`config.mk`:
```
export PLATFORM = sky130hd
export DESIGN_NAME = rxecrc
export DESIGN_NICKNAME = d
export VERILOG_FILES = /design/src/rtl/rxecrc_pkg.sv /design/src/rtl/rxecrc_byte.sv /design/src/rtl/rxecrc.sv
export SDC_FILE = /design/constraint.sdc
export NUM_CORES = 1
export LEC_CHECK = 0
export BUFFER_PORTS_ARGS = -buffer_cell sky130_fd_sc_hd__clkbuf_2
export CAP_MARGIN = 25
export CORE_MARGIN = 2
export CORE_UTILIZATION = 51
export CTS_CLUSTER_SIZE = 16
export DETAILED_ROUTE_END_ITERATION = 12
export PLACE_DENSITY = 0.71
export SKIP_LAST_GASP = 1
export SYNTH_ARGS = -nofsm -noshare
export SYNTH_HDL_FRONTEND = slang
export SYNTH_SLANG_ARGS = --single-unit
```
`constraint.sdc`:
```
create_clock -name i_clk -period 1.7 [get_ports i_clk]
set_input_delay 0 -clock i_clk [delete_from_list [all_inputs] [get_ports i_clk]]
set_output_delay 0 -clock i_clk [all_outputs]
set_load 0.1 [all_outputs]
```
`src/rtl/rxecrc_pkg.sv`:
```
// Shared constants for the receive-side Ethernet CRC-32 check and strip stage.
// Also used by the transmit-side CRC generator.
package rxecrc_pkg;

   // Reflected CRC-32 (IEEE 802.3), processed LSB first
   localparam logic [31:0] CRC_POLY    = 32'hEDB88320;
   localparam logic [31:0] CRC_INIT    = 32'hFFFFFFFF;
   // Register value left after running the CRC over a frame plus its own valid FCS
   localparam logic [31:0] CRC_RESIDUE = 32'hDEBB20E3;
   localparam int unsigned FCS_BYTES   = 4;

endpackage

```
`src/rtl/rxecrc_byte.sv`:
```
// Combinational next-state function of the reflected CRC-32 register for one byte.
// Shared by the receive checker and the transmit generator.
module rxecrc_byte
   import rxecrc_pkg::*;
(
   input  logic [31:0] crc_in,
   input  logic [7:0]  d,
   output logic [31:0] crc_out
);

   // Eight unrolled single-bit LFSR steps, data bit 0 first.
   always_comb begin
      crc_out = crc_in;
      for (int i = 0; i < 8; i++) begin
         if (crc_out[0] ^ d[i]) begin
            crc_out = (crc_out >> 1) ^ CRC_POLY;
         end else begin
            crc_out = crc_out >> 1;
         end
      end
   end

endmodule

```
`src/rtl/rxecrc.sv`:
```
// Receive CRC check and FCS strip. Sits after the preamble stripper and feeds the
// address filter / packet buffer. The last FCS_BYTES bytes of every frame are held
// back in a delay line and never forwarded; o_err reports a bad frame at its end.
// Build option: define RXECRC_MINLEN_EN to also flag frames shorter than MINLEN.
module rxecrc
   import rxecrc_pkg::*;
#(
   parameter int unsigned LGCOUNT = 11,
   parameter int unsigned MINLEN  = 64
) (
   input  logic       i_clk,
   input  logic       i_reset,
   input  logic       i_ce,
   input  logic       i_en,
   input  logic       i_v,
   input  logic [7:0] i_d,
   output logic       o_v,
   output logic [7:0] o_d,
   output logic       o_err
);

   logic [31:0]        crc_q;
   logic [31:0]        crc_next;
   logic [LGCOUNT-1:0] count_q;
   logic [2:0]         fill_q;
   // dly_q[0] is the newest byte, dly_q[3] the oldest
   logic [3:0][7:0]    dly_q;
   logic               frame_bad;

   rxecrc_byte u_crc_byte (
      .crc_in  (crc_q),
      .d       (i_d),
      .crc_out (crc_next)
   );

`ifdef RXECRC_MINLEN_EN
   // MINLEN wider than the counter is truncated; keep it below 2**LGCOUNT.
   assign frame_bad = (crc_q != CRC_RESIDUE)
                   || (count_q < LGCOUNT'(FCS_BYTES))
                   || (count_q < LGCOUNT'(MINLEN));
`else
   assign frame_bad = (crc_q != CRC_RESIDUE) || (count_q < LGCOUNT'(FCS_BYTES));

   logic unused_minlen;
   assign unused_minlen = ^MINLEN;
`endif

   // Byte-rate datapath: CRC accumulate, FCS delay line, frame length and error flag.
   always_ff @(posedge i_clk) begin
      if (i_reset) begin
         o_v     <= 1'b0;
         o_d     <= 8'h00;
         o_err   <= 1'b0;
         crc_q   <= CRC_INIT;
         count_q <= '0;
         fill_q  <= '0;
         dly_q   <= '0;
      end else if (i_ce) begin
         if (!i_en) begin
            // Bypass: straight pass with one byte of latency, checker kept idle
            o_v     <= i_v;
            o_d     <= i_v ? i_d : 8'h00;
            o_err   <= 1'b0;
            crc_q   <= CRC_INIT;
            count_q <= '0;
            fill_q  <= '0;
            dly_q   <= '0;
         end else if (i_v) begin
            crc_q <= crc_next;
            o_err <= 1'b0;
            dly_q <= {dly_q[2:0], i_d};
            if (count_q != {LGCOUNT{1'b1}}) begin
               count_q <= count_q + LGCOUNT'(1);
            end
            if (fill_q == 3'(FCS_BYTES)) begin
               o_v <= 1'b1;
               o_d <= dly_q[3];
            end else begin
               o_v    <= 1'b0;
               o_d    <= 8'h00;
               fill_q <= fill_q + 3'd1;
            end
         end else begin
            o_v <= 1'b0;
            o_d <= 8'h00;
            // End of frame; in the idle gap o_err simply holds
            if (count_q != '0) begin
               o_err   <= frame_bad;
               crc_q   <= CRC_INIT;
               count_q <= '0;
               fill_q  <= '0;
            end
         end
      end
   end

endmodule

```
# Word-level counts from Yosys, hierarchy flattened
# Index checks and enable logic that the tools add are counted.
[op_classes]
n_bitwise = 16
eq_ne = 7
order_cmp = 1
n_mux = 31
n_addsub = 2
reduce_logical = 6
[ops]
columns = ["cell", "count"]
rows = [
  ["2-to-1 mux 32 bit", 13],
  ["NOT 13 -> 14 bit", 8],
  ["2-to-1 mux 11 bit", 4],
  ["2-to-1 mux 8 bit", 4],
  ["!= test 32 bit, second input constant", 1],
  ["2-to-1 mux 3 bit", 4],
  ["adder 11 x 1 -> 11 bit, second input constant", 1],
  ["less-than comparator 11 x 3 -> 1 bit, second input constant", 1],
  ["!= test 11 bit, second input constant", 1],
  ["nonzero test 11 bit", 1],
  ["bitwise XOR 1 bit", 8],
  ["2-to-1 mux 1 bit", 6],
  ["AND reduction 3 bit", 2],
  ["AND reduction 2 bit", 2],
  ["adder 3 x 1 -> 3 bit, second input constant", 1],
  ["== test 3 bit, second input constant", 1],
  ["!= test 3 x 1 -> 1 bit, second input constant", 1],
  ["!= test 3 x 2 -> 1 bit, second input constant", 1],
  ["!= test 3 bit, second input constant", 1],
  ["!= test 2 x 1 -> 1 bit, second input constant", 1],
  ["logical OR 1 bit", 1],
]
[word_totals]
elab_cells = 73
regBits = 88
inputBits = 13

# Longest topological paths before layout
# Gate-level depths: netlist of run 1.
[depth]
word_depth = 18
mapped_depth = 9
mapped_depth_nobuf = 7

# By module
# A second synthesis of run 1 with hierarchy kept.
[hier_totals]
hier_cells = 485
area_unflattened_um2 = 4513.1
[by_module_without_submodules]
columns = ["mod", "seq_area_each_um2", "instances", "cells_each", "area_each_um2"]
rows = [
  ["rxecrc", 1761.7, 1, 415, 3743.6],
  ["rxecrc_byte", 0.0, 1, 70, 769.5],
]

# Worst setup path before layout of run 1
# No wires, ideal clock.
[synth_timing]
path_kind = "register -> register"
start = "register count_q[4]"
end = "register crc_q[21]"
slack_ns = -0.130
t_required_ns = 1.559
setup_ns = 0.141
n_path_buf = 2
synth_period_minus_slack_ns = 1.830
path_stages_with_launch = 8
arrival_ns = 1.689
path_cell_list = "dfxtp_1 > nor4_1 > nand3_1 > o21a_1 > clkbuf_1 > a21oi_1 > clkbuf_1 > o211ai_1"
[synth_between]
elab_chain_len = 3
[synth_lines]
columns = ["element", "line", "rtl"]
rows = [
  ["from (decl)", "rxecrc.sv:24", "logic [LGCOUNT-1:0] count_q;"],
  ["from (signal assigned)", "rxecrc.sv:73", "count_q <= count_q + LGCOUNT'(1);"],
  ["nonzero test 11 bit", "rxecrc.sv:87", "if (count_q != '0) begin"],
  ["!= test 3 x 1 -> 1 bit (no line)", "n/a", ""],
  ["AND reduction 2 bit (no line)", "n/a", ""],
  ["to (signal assigned)", "rxecrc.sv:69", "crc_q <= crc_next;"],
  ["to (decl)", "rxecrc.sv:22", "logic [31:0] crc_q;"],
]
# No other way between the ends.
# A chain may end at the register's enable or synchronous reset.

# Worst setup path after layout of run 1
[layout_timing]
start = "register count_q[1]"
end = "register count_q[3]"
[layout_between]
elab_chain_len = 4
[layout_lines]
columns = ["element", "line", "rtl"]
rows = [
  ["adder 11 x 1 -> 11 bit", "rxecrc.sv:73", ""],
  ["2-to-1 mux 11 bit", "rxecrc.sv:72", "if (count_q != {LGCOUNT{1'b1}}) begin"],
  ["2-to-1 mux 11 bit", "rxecrc.sv:68", "end else if (i_v) begin"],
  ["2-to-1 mux 11 bit", "rxecrc.sv:59", "if (!i_en) begin"],
]
# Several ways; a longest one is shown, not always the timed one. The select of a mux whose other input is x is not followed.

==> results of run 1 <==
[routing by layer]
layer / share of wire (%) / routed length (um) / up-vias / GRT usage [%]
met1: 44 / 4530 / 1701 / 30.0
met5: 0 / 0 / - / 0
li1: - / - / 1761 / -
met3: 4.5 / 467 / 19 / 4.11
met4: 2.2 / 228 / 0 / 9.30
met2: 49 / 5100 / 107 / 39.3
[final timing paths]
kind	from	to	slack (ns)
worst min register to register	o_err	o_err	0.48
worst max register to register	count_q[1]	count_q[3]	-0.08
worst min-delay path	i_d[2]	dly_q[2]	0.007
worst max-delay path	count_q[1]	count_q[3]	-0.08
[registers in the layout, summed over array words and instances (netlist names)]
signal	flops
o_v	1
o_err	1
count_q	11
fill_q	3
dly_q	32
crc_q	32
o_d	8
[stage by stage]
step	hold WS (ns)	TNS, ns	utilization (%)
5_1_grt	0.0258	-2.86	64.7
2_1_floorplan	0.161	-0.324	-
6_report	0.00714	-0.359	64.7
3_5_place_dp	0.371	-2.49	58.8
3_3_place_gp	0.353	-1.22	58.8
4_1_cts	0.00172	-0.0580	63.2
[cells by family after synthesis]
family | count (synthesis)
xor gates and xnor gates | 75
buffers and inverters | 37
AOI/OAI and AO/OA | 103
adders and majority gates | 4
DFF | 88
and+or+nand+nor | 152
[repair_timing]
action | 4_1_cts | 5_1_grt
setup buffers | 8 | 4
endpoints found under the hold margin | 1 | 0
cloned | 2 | 0
resized for setup | 24 | 19
setup endpoints to repair | 43 | 44
pin swaps | 14 | 12
hold buffers | 1 | 0
[critical path, cell delays in order (launching register included)]
cell,delay (ns)
dfxtp_2,0.35
ha_2,0.17
and3_4,0.19
and4_4,0.20
nand2_2,0.07
nand4_1,0.11
or4_1,0.44
a21oi_2,0.18
[final cells by class]
type | instances | area (um^2) | area share (%)
timing repair buffer | 89 | 663 | 12.6
inverter | 4 | 15.0 | 0.285
multi-input combinational | 334 | 2480 | 47.2
sequential | 88 | 1770 | 33.7
tap | 105 | 131 | 2.50
clock inverter | 7 | 72.6 | 1.38
clock buffer | 9 | 124 | 2.35
[synthesized netlist by cell type (3+ instances only)]
library cell / count / area (um^2)
a211o_1: 4 / 35.0
a211oi_1: 9 / 67.6
a21oi_1: 15 / 75.1
a22oi_1: 40 / 300
a311oi_1: 3 / 26.3
a31oi_1: 4 / 25.0
and3_1: 6 / 37.5
buf_1: 5 / 18.8
clkbuf_1: 27 / 101
dfxtp_1: 88 / 1760
ha_1: 4 / 50.1
inv_1: 4 / 15.0
nand2_1: 27 / 101
nand2b_1: 14 / 87.6
nand3_1: 12 / 60.1
nand4_1: 4 / 25.0
nand4b_1: 6 / 52.6
nor2_1: 55 / 206
nor3_1: 12 / 60.1
nor4_1: 5 / 31.3
o211ai_1: 12 / 90.1
o21ai_0: 4 / 20.0
o22ai_1: 8 / 50.1
xnor2_1: 45 / 394
xnor2_2: 9 / 146
xnor2_4: 4 / 110
xor2_1: 15 / 131
[power groups by stage]
stage	Combinational, uW	Clock (uW)	Sequential, uW
after floorplan	913	0	2350
after global placement	1370	0	2270
after detailed placement	1380	0	2270
after CTS	1440	1460	2230
after global routing	1640	1540	2250
final	1530	1440	2240
==> results.toml, run 1 <==
[die]
die_width_um = 95.3
fp-row-count = 33
io_pins = 23
core-area_um2 = 8130
fp.dieH_um = 95.3
start_util_pct = 52.3
die_area_um2 = 9080

[yosys]
synth_top_family_by_area = "XOR/XNOR gates"
synth_flop_cell = "dfxtp_1"
synthSimpleGateAreaFrac_pct = 17.5
synth-edff-count = 0
ys_seq_elements = 88
synthMuxAreaShare_pct = 0
yosysUniqueCellTypes = 42
synthAdderAreaFrac_pct = 1.18
postSynthNetCount = 476
synthXorXnorAreaFrac_pct = 19.7
syn-cell-area_um2 = 4250
synthCells = 459
synth_compound_area_share_pct = 16.9
avgSynthCellArea_um2 = 9.27
ys_seq_area_share_pct = 41.4
yosys_warnings = 0
ys_async_sr_fraction_pct = 0

[place]
gp_congestion = 0.847
place_area_um2 = 4780
pre_cts_slack_ns = -0.156
dpl.hpwl_um = 6880
port-buffer-count = 22
dp.cells = 605

[grt]
gr-total-overflow = 0
grt_pass1_vias = 3407
grt.total_usage_pct = 23.5
grt_pass1_wl_um = 16600
antenna_found_initial = 0
grt_max_degree = 56

[power_and_ir_drop]
seqPwrFrac_pct = 42.9
power_switching_uw = 1750
p_leak_uw = 0.00197
p_per_area_nw_per_um2 = 989
pwr-share-clk_pct = 27.6
vdd_drop_max_mv = 0.477
power_uw = 5210
netSwitchingFraction_pct = 33.6
power.internal_uw = 3460
combPwrFrac_pct = 29.4

[outcome]
run_status = "finished, violations left"
failed_checks = "negative setup slack"

[cells_and_area]
fill_cells = 649
fin_nets = 543
stdcell_count = 636
finalInstanceArea_um2 = 5260
layout-drive-gt1-share_pct = 28.1
final_cell_mix = "dfxtp_1, buf_4, nor2_1"
syn2layout_area_growth_pct = 23.7
layout_commonest_cell = "dfxtp_1"
n_antenna_cell = 0

[worst_hold_path]
whs_path_depth = 3
min_path_type = "primary input to flop"

[cts]
cts_buffers = 9
cts_sinks = 88
root_buffer = "clkbuf_8"
htreeDepth = 3
clock_latency_ns = 0.37
cts_max_path_buffers = 2
tritoncts = "done"
clk_pin_slew_ns = 0.10

[timing]
finClkSkew_ns = 0.0126
finalMaxSlewViolations = 0
fin_crit_sh_pct = 105
max_freq_ghz = 0.563
worst_slack_ns = -0.0777
max_slew_margin_pct = 63.6
rsz0062_at_grt = "true"
setup_violations = 16
hold_viol = 0
period_needed_ns = 1.78
worstMarginPinSlew_ns = 0.548

[route]
drtIter0Drc = 194
drt_pass1_iterations = 5
wl_per_cell_um = 16.2
drt-total-wl_um = 10300
drc = 0
num_vias = 3588
ant_nets = 0
via_per_inst = 5.64

[job]
drv_cap = 0

[setup_path]
worstSetupStartpointType = "flop"
crit_required_ns = 2.00
worstPathArrival_ns = 2.08
cp_max_fo = 4
reg2reg_depth = 7
cp-end-kind = "flop"
worstSetupPathType = "flop to flop"
Power figures use the tool's default switching activity.
==> run 2: changes to the inputs <==
- ABC_AREA: unset -> 1
- HOLD_SLACK_MARGIN: unset -> 0.08
==> run 2 against run 1 <==
Compared with the run above:
- the flow now finishes without violations
- highest routed layer unchanged
- power is 4.1% lower
- non-clock buffer count is 24 lower
- critical path depth is 5 higher
- largest cell class unchanged
- wire length is 21% higher
- count of clock-buffer cells in the layout stayed put
- critical endpoint is now fill_q[2]
- register-to-register slack better by 0.17 ns
- critical path type unchanged
- largest power group unchanged
==> results.toml, run 2 <==
[grt]
grt_pass1_wl_um = 20800
grt_pass1_vias = 4375
grt.total_usage_pct = 26.1
antenna_found_initial = 0
gr-total-overflow = 0
grt_max_degree = 51

[timing]
max_slew_margin_pct = 63.5
rsz0062_at_grt = "true"
worstMarginPinSlew_ns = 0.547
tns_ns = 0
hold_viol = 0
period_needed_ns = 1.61
max_freq_ghz = 0.620
fin_crit_sh_pct = 94.8
setup_violations = 0
finClkSkew_ns = 0.0121
finalMaxSlewViolations = 0

[worst_hold_path]
min_to = "crc_q[29]"
hp-start = "i_reset"
whs_path_depth = 5
min_path_type = "primary input to flop"

[yosys]
ys_seq_area_share_pct = 37.5
synth-edff-count = 0
syn-cell-area_um2 = 4700
synth_top_area_cell = "dfxtp_1"
synth_top_area_share_pct = 37.5
netlist_top_cells_area = "dfxtp_1, nand2_1, a21oi_1"
synthCells = 683
yosys_warnings = 0
yosysMostFrequentCell = "nand2_1"
ys_seq_elements = 88
ys_async_sr_fraction_pct = 0
yosysUniqueCellTypes = 32
avgSynthCellArea_um2 = 6.88
synth_flop_cell = "dfxtp_1"
postSynthNetCount = 700
yosys-top-cells-count = "nand2_1, dfxtp_1, a21oi_1"

[place]
port-buffer-count = 22
dpl.hpwl_um = 8730
gp_congestion = 0.977
place_area_um2 = 5030
dp.cells = 816

[die]
fp-row-count = 35
start_util_pct = 51.8
core-area_um2 = 9060
die_area_um2 = 9990
die_width_um = 100
fp.dieH_um = 100
io_pins = 23

[route]
ant_nets = 0
drc = 0
via_per_inst = 5.39
wl_per_cell_um = 14.7
drtIter0Drc = 245
drt_pass1_iterations = 5
num_vias = 4566
drt-total-wl_um = 12500

[setup_path]
cp_max_fo = 16
worstSetupStartpointType = "flop"
worstSetupPathType = "flop to flop"
reg2reg_slack_ns = 0.09
r2r_end = "fill_q[2]"
worstPathArrival_ns = 1.88
cp-end-kind = "flop"
critical-path-max-stage-delay_ns = 0.35
path_cells = "inv_2 > nand2_1 > nor2_1 > nand2_1 > nor2_2 > nand3_2 > nand2_4 > buf_6 > nor2_2 > a21o_1 > inv_1 > nor2_1"
slowest_stage = "dfxtp_2"
reg2reg_depth = 12
crit_required_ns = 1.97
worstReg2RegStart = "count_q[3]"

[cells_and_area]
fin_util_pct = 60.9
final_cell_mix = "nand2_1, a21oi_1, dfxtp_1"
layout-drive-gt1-share_pct = 20.0
layout_commonest_cell = "nand2_1"
n_antenna_cell = 0
syn2layout_area_growth_pct = 17.5
finalInstanceArea_um2 = 5520
reg_top3 = "crc_q: 32 flops, dly_q: 32 flops, count_q: 11 flops"
fin_nets = 748
stdcell_count = 847

[outcome]
run_status = "completed"

[power_and_ir_drop]
vdd_drop_max_mv = 0.485
p_per_area_nw_per_um2 = 904
p_leak_uw = 0.00234

[cts]
cts_max_path_buffers = 2
htreeDepth = 3
clk_pin_slew_ns = 0.10
cts_buffers = 9
tritoncts = "done"
cts_sinks = 88
clock_latency_ns = 0.37
root_buffer = "clkbuf_8"

[job]
drv_cap = 0
## run 2: worst max path at each step
stage               startpoint   endpoint  slack [ns]  cells past startpoint
finish              count_q[3]  fill_q[2]        0.09                     12
global placement      crc_q[1]  crc_q[20]        0.05                     13
global route          crc_q[5]  crc_q[17]       -0.04                     10
detailed placement    crc_q[1]  crc_q[20]      -0.006                     13
CTS                   crc_q[5]  crc_q[17]       0.002                     10
floorplan           count_q[0]  fill_q[2]        0.16                     12
## run 2: where the power goes
part / internal [uW] / total, uW / switching, uW
combinational: 458 / 1320 / 860
clock: 575 / 1450 / 872
sequential: 2150 / 2230 / 76.9
total: 3180 / 4990 / 1810
## run 2: cell type report
| cell class | instances | area, um^2 |
|---|---|---|
| clock buffers | 9 | 124 |
| inverters | 62 | 243 |
| fillers | 852 | 3550 |
| well taps | 111 | 139 |
| multi-input cells | 505 | 2690 |
| flip-flops and latches | 88 | 1780 |
| repair buffers | 65 | 473 |
| clock inverters | 7 | 70.1 |
## run 2: cell families after synthesis
family	count (synthesis)	synth area share, %
adders and majority gates	4	1.07
AOI/OAI and AO/OA	162	18.1
xor gates and xnor gates	42	8.39
buffers and inverters	90	7.65
DFF	88	37.5
and+or+nand+nor	297	27.3
## run 2: routing by layer
| layer | track usage, % | up-vias | share of wire [%] |
|---|---|---|---|
| li1 | - | 2314 | - |
| met1 | 34.6 | 2095 | 44 |
| met2 | 41.7 | 126 | 48 |
| met3 | 5.01 | 31 | 5.2 |
| met4 | 11.3 | 0 | 2.9 |
| met5 | 0 | - | 0 |
## run 2: worst max-delay path, delay by kind of cell, from the launching register on
family / cells / cell delay (ns)
simple gates: 8 / 0.69
flops: 1 / 0.35
buf+inv: 3 / 0.32
compound gates: 1 / 0.17
## run 2: per-stage QoR
stage | setup slack, ns | total power (uW) | hold WS [ns]
after floorplan | 0.156 | 3140 | 0.148
after global placement | 0.0452 | 3440 | 0.314
after detailed placement | -0.00628 | 3470 | 0.322
after CTS | 0.00238 | 4940 | 0.103
after global routing | -0.0418 | 5280 | 0.108
final | 0.0878 | 4990 | 0.0836
## run 2: repair_timing
item | 4_1_cts | 5_1_grt
endpoints found under the setup margin | 1 | 39
pin swaps | 0 | 7
hold buffers | 10 | 0
endpoints found under the hold margin | 18 | 0
gates resized for setup | 1 | 50
buffers inserted | 0 | 5
